$ cat config.mk
export PLATFORM = sky130hd
export DESIGN_NAME = hud_counter_ctrl_flat
export DESIGN_NICKNAME = d
export VERILOG_FILES = /design/src/rtl/hud_counter_ctrl_pkg.sv /design/src/rtl/hud_counter_ctrl_if.sv /design/src/rtl/hud_counter_ctrl_bcd_counter_digit.sv /design/src/rtl/hud_counter_ctrl.sv /design/src/flat_wrapper.sv
export SDC_FILE = /design/constraint.sdc
export NUM_CORES = 1
export LEC_CHECK = 0
export ABC_AREA = 1
export CELL_PAD_IN_SITES_DETAIL_PLACEMENT = 1
export CELL_PAD_IN_SITES_GLOBAL_PLACEMENT = 1
export CORE_ASPECT_RATIO = 0.75
export CORE_MARGIN = 2
export CORE_UTILIZATION = 38
export CTS_BUF_LIST = sky130_fd_sc_hd__clkbuf_2 sky130_fd_sc_hd__clkbuf_4 sky130_fd_sc_hd__clkbuf_8
export CTS_CLUSTER_SIZE = 20
export DETAILED_ROUTE_END_ITERATION = 12
export HOLD_SLACK_MARGIN = 0.1
export PLACE_DENSITY = 0.86
export SLEW_MARGIN = 10
export SYNTH_ARGS = -nofsm -noshare
export SYNTH_HDL_FRONTEND = slang
export SYNTH_SLANG_ARGS = --single-unit
$ cat constraint.sdc
create_clock -name clock_25 -period 1.97 [get_ports clock_25]
set_clock_uncertainty 0.2 [all_clocks]
set_input_delay 0.197 -clock clock_25 [delete_from_list [all_inputs] [get_ports clock_25]]
set_output_delay 0.197 -clock clock_25 [all_outputs]
set_load 0.05 [all_outputs]
$ cat src/rtl/hud_counter_ctrl_pkg.sv
// ============================================================================
// Module : hud_counter_ctrl_pkg
// Brief  : Shared types and HUD geometry for the game-status HUD controller.
// Rev    : 1.0  initial release
// ============================================================================
`default_nettype none

package hud_counter_ctrl_pkg;

    typedef enum logic [1:0] {
        ST_IDLE   = 2'd0,
        ST_RUN    = 2'd1,
        ST_PAUSED = 2'd2,
        ST_OVER   = 2'd3
    } game_state_t;

    typedef logic [3:0] bcd_digit_t;

    localparam int c_hud_y0   = 460;
    localparam int c_time_x0  = 172;
    localparam int c_score_x0 = 444;
    localparam int c_digit_w  = 8;

endpackage

`default_nettype wire

$ cat src/rtl/hud_counter_ctrl_if.sv
// ============================================================================
// Module : hud_counter_ctrl_if
// Brief  : Pixel coordinates, game events and HUD digit outputs.
// Rev    : 1.0  initial release
// ============================================================================
`default_nettype none

interface hud_counter_ctrl_if #(
    parameter int PIXEL_DISPLAY_BIT = 9
);
    logic [PIXEL_DISPLAY_BIT:0] X;
    logic [PIXEL_DISPLAY_BIT:0] Y;
    logic                       start;
    logic                       pause;
    logic                       game_over;
    logic                       eat;
    logic [1:0]                 state;
    logic [3:0]                 digit_code;
    logic [3:0]                 glyph_row;
    logic [2:0]                 glyph_col;
    logic                       digit_active;
    logic [11:0]                score_bcd;
    logic [15:0]                time_bcd;

    modport master (
        output X, Y, start, pause, game_over, eat,
        input  state, digit_code, glyph_row, glyph_col, digit_active,
               score_bcd, time_bcd
    );

    modport slave (
        input  X, Y, start, pause, game_over, eat,
        output state, digit_code, glyph_row, glyph_col, digit_active,
               score_bcd, time_bcd
    );
endinterface

`default_nettype wire

$ cat src/rtl/hud_counter_ctrl_bcd_counter_digit.sv
// ============================================================================
// Module : bcd_counter_digit
// Brief  : One BCD digit wrapping at MAX, with clear, hold and carry out.
// Rev    : 1.0  initial release
// ============================================================================
`default_nettype none

module bcd_counter_digit
    import hud_counter_ctrl_pkg::*;
#(
    parameter bcd_digit_t MAX = 4'd9
) (
    input  wire logic clk,
    input  wire logic rst,
    input  wire logic clr,
    input  wire logic inc,
    input  wire logic sat_en,
    output bcd_digit_t value,
    output logic       carry_out
);
    logic w_step;

    assign w_step    = inc && !sat_en;
    assign carry_out = w_step && (value == MAX);

    always_ff @(posedge clk) begin
        if (rst || clr) begin
            value <= '0;
        end else if (w_step) begin
            value <= (value == MAX) ? '0 : value + 4'd1;
        end
    end
endmodule

`default_nettype wire

$ cat src/rtl/hud_counter_ctrl.sv
// ============================================================================
// Module : hud_counter_ctrl
// Brief  : Game FSM, MM:SS timer, 3-digit score and HUD digit-cell addressing.
// Rev    : 1.0  initial release
// ============================================================================
`default_nettype none

module hud_counter_ctrl
    import hud_counter_ctrl_pkg::*;
#(
    parameter int PIXEL_DISPLAY_BIT = 9,
    parameter int CLK_HZ            = 25000000,
    parameter int HUD_Y0            = c_hud_y0,
    parameter int TIME_X0           = c_time_x0,
    parameter int SCORE_X0          = c_score_x0,
    parameter int DIGIT_W           = c_digit_w
) (
    input  wire logic          clock_25,
    input  wire logic          reset,
    hud_counter_ctrl_if.slave  bus
);
    localparam int PW = PIXEL_DISPLAY_BIT + 1;
    localparam int c_presc_w = (CLK_HZ > 1) ? $clog2(CLK_HZ) : 1;
    localparam logic [c_presc_w-1:0] c_presc_max = c_presc_w'(CLK_HZ - 1);
    localparam logic [PW-1:0] c_y_lo     = PW'(HUD_Y0);
    localparam logic [PW-1:0] c_y_hi     = PW'(HUD_Y0 + 15);
    localparam logic [PW-1:0] c_time_lo  = PW'(TIME_X0);
    localparam logic [PW-1:0] c_time_hi  = PW'(TIME_X0 + 4 * DIGIT_W);
    localparam logic [PW-1:0] c_score_lo = PW'(SCORE_X0);
    localparam logic [PW-1:0] c_score_hi = PW'(SCORE_X0 + 3 * DIGIT_W);
    localparam logic [PW-1:0] c_dw       = PW'(DIGIT_W);

    game_state_t            r_state, w_state_next;
    logic                   w_clear;
    logic [c_presc_w-1:0]   r_presc;
    logic                   w_run_count, w_sec_tick, w_eat_ok;
    logic                   w_time_full, w_score_full;
    bcd_digit_t             w_s0, w_s1, w_m0, w_m1, w_ones, w_tens, w_hund;
    logic                   w_c_s0, w_c_s1, w_c_m0, w_c_ones, w_c_tens;
    logic                   w_unused_time_carry, w_unused_score_carry;

    always_ff @(posedge clock_25) begin
        if (reset) r_state <= ST_IDLE;
        else       r_state <= w_state_next;
    end

    always_comb begin
        w_state_next = r_state;
        w_clear      = 1'b0;
        case (r_state)
            ST_IDLE, ST_OVER: if (bus.start) begin
                w_state_next = ST_RUN;
                w_clear      = 1'b1;
            end
            ST_RUN: begin
                if (bus.game_over)  w_state_next = ST_OVER;
                else if (bus.pause) w_state_next = ST_PAUSED;
            end
            ST_PAUSED: begin
                if (bus.game_over)  w_state_next = ST_OVER;
                else if (bus.pause) w_state_next = ST_RUN;
            end
        endcase
    end

    // The cycle that leaves RUN does not advance game time.
    assign w_run_count = (r_state == ST_RUN) && !bus.pause && !bus.game_over;
    assign w_sec_tick  = w_run_count && (r_presc == c_presc_max);
    assign w_eat_ok    = (r_state == ST_RUN) && bus.eat && !bus.game_over;

    always_ff @(posedge clock_25) begin
        if (reset || w_clear) r_presc <= '0;
        else if (w_run_count) r_presc <= (r_presc == c_presc_max) ? '0 : r_presc + 1'b1;
    end

    assign w_time_full  = ({w_m1, w_m0, w_s1, w_s0} == 16'h9959);
    assign w_score_full = ({w_hund, w_tens, w_ones} == 12'h999);

    bcd_counter_digit #(.MAX(4'd9)) u_s0 (.clk(clock_25), .rst(reset), .clr(w_clear),
        .inc(w_sec_tick), .sat_en(w_time_full), .value(w_s0), .carry_out(w_c_s0));
    bcd_counter_digit #(.MAX(4'd5)) u_s1 (.clk(clock_25), .rst(reset), .clr(w_clear),
        .inc(w_c_s0), .sat_en(w_time_full), .value(w_s1), .carry_out(w_c_s1));
    bcd_counter_digit #(.MAX(4'd9)) u_m0 (.clk(clock_25), .rst(reset), .clr(w_clear),
        .inc(w_c_s1), .sat_en(w_time_full), .value(w_m0), .carry_out(w_c_m0));
    bcd_counter_digit #(.MAX(4'd9)) u_m1 (.clk(clock_25), .rst(reset), .clr(w_clear),
        .inc(w_c_m0), .sat_en(w_time_full), .value(w_m1), .carry_out(w_unused_time_carry));

    bcd_counter_digit #(.MAX(4'd9)) u_ones (.clk(clock_25), .rst(reset), .clr(w_clear),
        .inc(w_eat_ok), .sat_en(w_score_full), .value(w_ones), .carry_out(w_c_ones));
    bcd_counter_digit #(.MAX(4'd9)) u_tens (.clk(clock_25), .rst(reset), .clr(w_clear),
        .inc(w_c_ones), .sat_en(w_score_full), .value(w_tens), .carry_out(w_c_tens));
    bcd_counter_digit #(.MAX(4'd9)) u_hund (.clk(clock_25), .rst(reset), .clr(w_clear),
        .inc(w_c_tens), .sat_en(w_score_full), .value(w_hund), .carry_out(w_unused_score_carry));

    logic [PW-1:0] w_dx_time, w_dx_score;
    logic          w_in_band, w_in_time, w_in_score;
    bcd_digit_t    w_code;
    logic [3:0]    w_row;
    logic [2:0]    w_col;
    logic          w_active;

    assign w_dx_time  = bus.X - c_time_lo;
    assign w_dx_score = bus.X - c_score_lo;
    assign w_in_band  = (bus.Y >= c_y_lo) && (bus.Y <= c_y_hi);
    assign w_in_time  = (bus.X >= c_time_lo) && (bus.X < c_time_hi);
    assign w_in_score = (bus.X >= c_score_lo) && (bus.X < c_score_hi);

    always_comb begin
        w_code   = '0;
        w_row    = '0;
        w_col    = '0;
        w_active = 1'b0;
        if (w_in_band && w_in_time) begin
            w_active = 1'b1;
            w_row    = 4'(bus.Y - c_y_lo);
            w_col    = 3'(w_dx_time % c_dw);
            case (2'(w_dx_time / c_dw))
                2'd0:    w_code = w_m1;
                2'd1:    w_code = w_m0;
                2'd2:    w_code = w_s1;
                default: w_code = w_s0;
            endcase
        end else if (w_in_band && w_in_score) begin
            w_active = 1'b1;
            w_row    = 4'(bus.Y - c_y_lo);
            w_col    = 3'(w_dx_score % c_dw);
            case (2'(w_dx_score / c_dw))
                2'd0:    w_code = w_hund;
                2'd1:    w_code = w_tens;
                default: w_code = w_ones;
            endcase
        end
    end

    logic [3:0] r_code, r_row;
    logic [2:0] r_col;
    logic       r_active;

    always_ff @(posedge clock_25) begin
        if (reset) begin
            r_code   <= '0;
            r_row    <= '0;
            r_col    <= '0;
            r_active <= 1'b0;
        end else begin
            r_code   <= w_code;
            r_row    <= w_row;
            r_col    <= w_col;
            r_active <= w_active;
        end
    end

    assign bus.state        = r_state;
    assign bus.digit_code   = r_code;
    assign bus.glyph_row    = r_row;
    assign bus.glyph_col    = r_col;
    assign bus.digit_active = r_active;
    assign bus.score_bcd    = {w_hund, w_tens, w_ones};
    assign bus.time_bcd     = {w_m1, w_m0, w_s1, w_s0};
endmodule

`default_nettype wire
$ cat src/flat_wrapper.sv
// flat-port wrapper written by rule: the top's interface ports become plain ports
module hud_counter_ctrl_flat import hud_counter_ctrl_pkg::*;
#(
    parameter int PIXEL_DISPLAY_BIT = 9,
    parameter int CLK_HZ            = 25000000,
    parameter int HUD_Y0            = c_hud_y0,
    parameter int TIME_X0           = c_time_x0,
    parameter int SCORE_X0          = c_score_x0,
    parameter int DIGIT_W           = c_digit_w
)
  (clock_25, reset, bus_X, bus_Y, bus_start, bus_pause, bus_game_over, bus_eat, bus_state, bus_digit_code, bus_glyph_row, bus_glyph_col, bus_digit_active, bus_score_bcd, bus_time_bcd);
  hud_counter_ctrl_if #(.PIXEL_DISPLAY_BIT(PIXEL_DISPLAY_BIT)) bus_i ();
  input  wire logic clock_25;
  input  wire logic reset;
  input wire logic [$bits(bus_i.X)-1:0] bus_X;
  input wire logic [$bits(bus_i.Y)-1:0] bus_Y;
  input wire logic [$bits(bus_i.start)-1:0] bus_start;
  input wire logic [$bits(bus_i.pause)-1:0] bus_pause;
  input wire logic [$bits(bus_i.game_over)-1:0] bus_game_over;
  input wire logic [$bits(bus_i.eat)-1:0] bus_eat;
  output wire logic [$bits(bus_i.state)-1:0] bus_state;
  output wire logic [$bits(bus_i.digit_code)-1:0] bus_digit_code;
  output wire logic [$bits(bus_i.glyph_row)-1:0] bus_glyph_row;
  output wire logic [$bits(bus_i.glyph_col)-1:0] bus_glyph_col;
  output wire logic [$bits(bus_i.digit_active)-1:0] bus_digit_active;
  output wire logic [$bits(bus_i.score_bcd)-1:0] bus_score_bcd;
  output wire logic [$bits(bus_i.time_bcd)-1:0] bus_time_bcd;
  assign bus_i.X = bus_X;
  assign bus_i.Y = bus_Y;
  assign bus_i.start = bus_start;
  assign bus_i.pause = bus_pause;
  assign bus_i.game_over = bus_game_over;
  assign bus_i.eat = bus_eat;
  assign bus_state = bus_i.state;
  assign bus_digit_code = bus_i.digit_code;
  assign bus_glyph_row = bus_i.glyph_row;
  assign bus_glyph_col = bus_i.glyph_col;
  assign bus_digit_active = bus_i.digit_active;
  assign bus_score_bcd = bus_i.score_bcd;
  assign bus_time_bcd = bus_i.time_bcd;
  hud_counter_ctrl #(.PIXEL_DISPLAY_BIT(PIXEL_DISPLAY_BIT), .CLK_HZ(CLK_HZ), .HUD_Y0(HUD_Y0), .TIME_X0(TIME_X0), .SCORE_X0(SCORE_X0), .DIGIT_W(DIGIT_W)) u_core (.clock_25(clock_25), .reset(reset), .bus(bus_i));
endmodule
==> run summary <==
Outcome: finished with violations
Failing checks: negative setup slack
Area of the multi-input gates: 2389 um^2
Flip-flop and latch area: 1356 um^2
Ports: 68
Crit path DAT: 2.12 ns
Cell Area, Synth: 3915 um^2
Clock Pin Slew Worst Setup and Hold Paths: 0.08 ns
Die area: 11140 um^2
RSZ-0062 raised after global routing: yes
CTS tree: built
CP Launch Type: flop
Max_cap viols: 0
NetSw: 0.8559 mW
Final worst path period share: 102.7%
CP max-delay cell: dfxtp_4
Crit-path cells: inv_1, ha_1, a21oi_4, buf_4, clkinv_1, buf_4, nor2_1, nand2_1, nor2_1
Root buffer cell: clkbuf_8
Die width: 121.2 um
Hold crit path type: in2reg
Global-route wire length before repair: 22960 um
Fin. max-slew vios: 0
Yosys cell types: 43
Combinational share of power: 15.8%
Post-synth top area share: 34.26%
# DRC: 0
WP data required: 2.07 ns
Antenna violations before repair: 0
Core ar.: 10170 um^2
Cell row count: 32
Vias in the first global route: 4751
Simple-gate area share of the yosys netlist: 40.46%
Worst hold path startpoint: bus_X[0]
Worst-path fanout max: 8
Starting density of the core: 38.50%
Final Hold Viols: 0
Longest Clk Path Bufs: 2
Post-Syn Nets: 642
FMAX: 0.4941 GHz
Fraction of registers with async set/reset: 0%
FF-to-FF End: u_core.u_s1.value[2]
Slowest stage delay, CP: 0.38 ns
Aggregate global routing overflow: 0
Worst IR Drop VDD: 0.0002337 V
Syn avg cell area: 6.429 um^2
Routed len/inst: 16.93 um
GPL Wtd Cong: 0.9110
Hold path cells: 3
Switching part of the total power: 28.74%
Final wirelength: 14840 um
HPWL after detailed placement: 10850 um
Worst-Skew Late Latency: 0.37 ns
Area of placed instances: 5022 um^2
Hold Path End: u_core.bus.glyph_col[0]
Max-slew headroom: 64.49%
Fin crit period: 2.024 ns
Synth warnings: 0
Mux contribution to synthesized area: 0%
Worst setup path class: reg2reg
Yosys top cell by area: dfxtp_1
Final worst slack: -0.05373 ns
Area delta synth->final: 40.33%
Seq pwr share: 46.5%
Worst flop-to-flop path startpoint: u_core.bus.state[0]
Largest family of logic cells by synthesized area: simple AND/OR/NAND/NOR gates
Drt pass-1 iters: 5
Nature of the critical path endpoint: flop
Largest net degree at the start of global routing: 15
H-tree Lvls: 3
XOR/XNOR Fraction of Synth Area: 1.790%
Final setup viols: 2
Share of cells above drive strength 1: 24.32%
Sequential fraction of the synthesis area: 34.26%
Worst slew pin tran: 0.5348 ns
Num CTS Buffers: 9
Syn Inst Count: 609
Height of the die: 91.91 um
Total Routing Usage GR: 25.98%
Top cells by area in the synthesized netlist: dfxtp_1 34%, nand2_1 13%, nor2_1 10%
Post-route cell area: 5494 um^2
Ant diodes: 0
Synth Area in Compound Gates: 11.38%
Final core utilization: 54.02%
Post-Synth Adder-Cell Area: 2.237%
Seq cells post-synth: 67
Post-synth EDFFs: 0
ANT nets after route: 0
P_int: 2.122 mW
Starting DRT DRC Count: 241
# hold bufs at CTS: 0
Nets: 768
Clock share of power: 37.7%
Leakage: 2.255 nW
Worst Reg2Reg Path Length in Cells: 9
CP startpoint: u_core.bus.state[0]
DR vias: 4556
Fill cell count: 1351
Ys flop type: dfxtp_1
Clock sink count: 67
Pwr/cell area: 542.1 nW/um^2
Vias per inst: 5.201
# port buffers: 67
Setup slack, reg-to-reg: -0.05 ns
worst max path at each step:
stage                                     to  cells after the start
floorplan               u_core.u_s0.value[0]                      6
global placement    u_core.bus.digit_code[3]                      9
detailed placement  u_core.bus.digit_code[0]                     10
CTS                     u_core.u_s1.value[1]                     11
global route            u_core.u_s1.value[1]                     11
finish                  u_core.u_s1.value[2]                      9
cells in the mapped netlist, drive strengths merged (3+ instances only):
cell,n
nand2,145
nor2,121
inv,95
dfxtp,67
nand3,40
a21oi,35
o21ai,23
nor3,17
nand4,15
ha,7
xor2,6
a211oi,3
a31oi,3
buf,3
nor4,3
o211ai,3
o22ai,3
placed cells by master (no fill, tap or decap), types with 3 or more instances in the layout:
| cell type | n |
|---|---|
| o211ai_1 | 3 |
| nor2_1 | 94 |
| ha_1 | 5 |
| clkbuf_8 | 11 |
| nand2_4 | 5 |
| inv_2 | 15 |
| nand3_2 | 4 |
| o21ai_1 | 5 |
| nand4_1 | 15 |
| buf_4 | 68 |
| clkbuf_4 | 3 |
| nor2_2 | 12 |
| dfxtp_2 | 9 |
| nand2_1 | 126 |
| a211oi_1 | 3 |
| nor3_2 | 4 |
| o21ai_0 | 15 |
| o22ai_1 | 3 |
| nand2_2 | 14 |
| nand3_1 | 35 |
| a31oi_1 | 3 |
| nor2_4 | 14 |
| a21oi_1 | 32 |
| inv_1 | 80 |
| nor3_1 | 12 |
| dlygate4sd2_1 | 6 |
| nor4_1 | 3 |
| clkdlybuf4s50_1 | 41 |
| xor2_1 | 6 |
| buf_6 | 4 |
| o21ai_2 | 3 |
| dfxtp_1 | 57 |
registers in the layout (all words and copies together), names as in the netlist:
| signal | count |
|---|---|
| u_core.u_hund.value | 4 |
| u_core.r_presc | 25 |
| u_core.u_tens.value | 4 |
| u_core.u_s0.value | 4 |
| u_core.bus.glyph_row | 4 |
| u_core.bus.digit_active | 1 |
| u_core.u_ones.value | 4 |
| u_core.u_s1.value | 4 |
| u_core.u_m0.value | 4 |
| u_core.bus.digit_code | 4 |
| u_core.u_m1.value | 4 |
| u_core.bus.state | 2 |
| u_core.bus.glyph_col | 3 |
critical path, delay by kind of cell (launching register included):
| family | cells | cell delay (ns) |
|---|---|---|
| AOI/OAI and AO/OA | 1 | 0.26 |
| adders and majority gates | 1 | 0.33 |
| buffers and inverters | 4 | 0.49 |
| DFF | 1 | 0.38 |
| and+or+nand+nor | 3 | 0.30 |
kinds of logic (layout without fill, tap and decap cells):
| logic type | count (synthesis) | in the layout |
|---|---|---|
| XOR/XNOR | 8 | 8 |
| AND/OR/NAND/NOR | 347 | 347 |
| buffers and inverters | 102 | 233 |
| AO/OA/AOI/OAI | 78 | 78 |
| adder cells (fa/ha/maj) | 7 | 7 |
| flip-flops | 67 | 67 |
power by group through the flow:
stage	logic, mW	clock network, mW	registers [mW]
6_report	0.470	1.12	1.39
2_1_floorplan	0.186	0	1.44
4_1_cts	0.423	1.13	1.38
5_1_grt	0.507	1.19	1.39
3_3_place_gp	0.391	0	1.41
3_5_place_dp	0.409	0	1.41
per-layer routing:
| layer | vias up | part of all wire [%] | global-route usage, % |
|---|---|---|---|
| li1 | 2195 | - | - |
| met1 | 2230 | 46 | 34.07 |
| met2 | 109 | 48 | 43.82 |
| met3 | 22 | 3.9 | 4.540 |
| met4 | 0 | 1.7 | 7.375 |
| met5 | - | 0 | 0 |
through the flow:
stage,worst slack (ns),hold WS (ns),power (mW),cells,TNS (ns)
CTS,0.0006084,0.1605,2.929,869,0
global route,-0.1365,0.1936,3.083,876,-1.142
global placement,-0.1687,0.2665,1.800,851,-2.750
finish,-0.05373,0.1563,2.978,876,-0.09645
detailed placement,-0.2910,0.2732,1.820,851,-5.911
floorplan,-0.004448,0.06938,1.627,609,-0.004448
what timing repair did:
item / 4_1_cts / 5_1_grt
setup buffers: 2 / 7
gates resized for setup: 13 / 64
pin swaps: 2 / 19
setup endpoints to repair: 10 / 51
final cells by class:
class | instances | area share, %
clock inverters | 2 | 0.1822
inverters | 97 | 6.627
repair buffers | 120 | 18.77
well taps | 136 | 3.097
flip-flops and latches | 67 | 24.69
clock buffers | 14 | 3.166
multi-input cells | 440 | 43.48
Note: power is estimated with default switching activity, not from simulation.
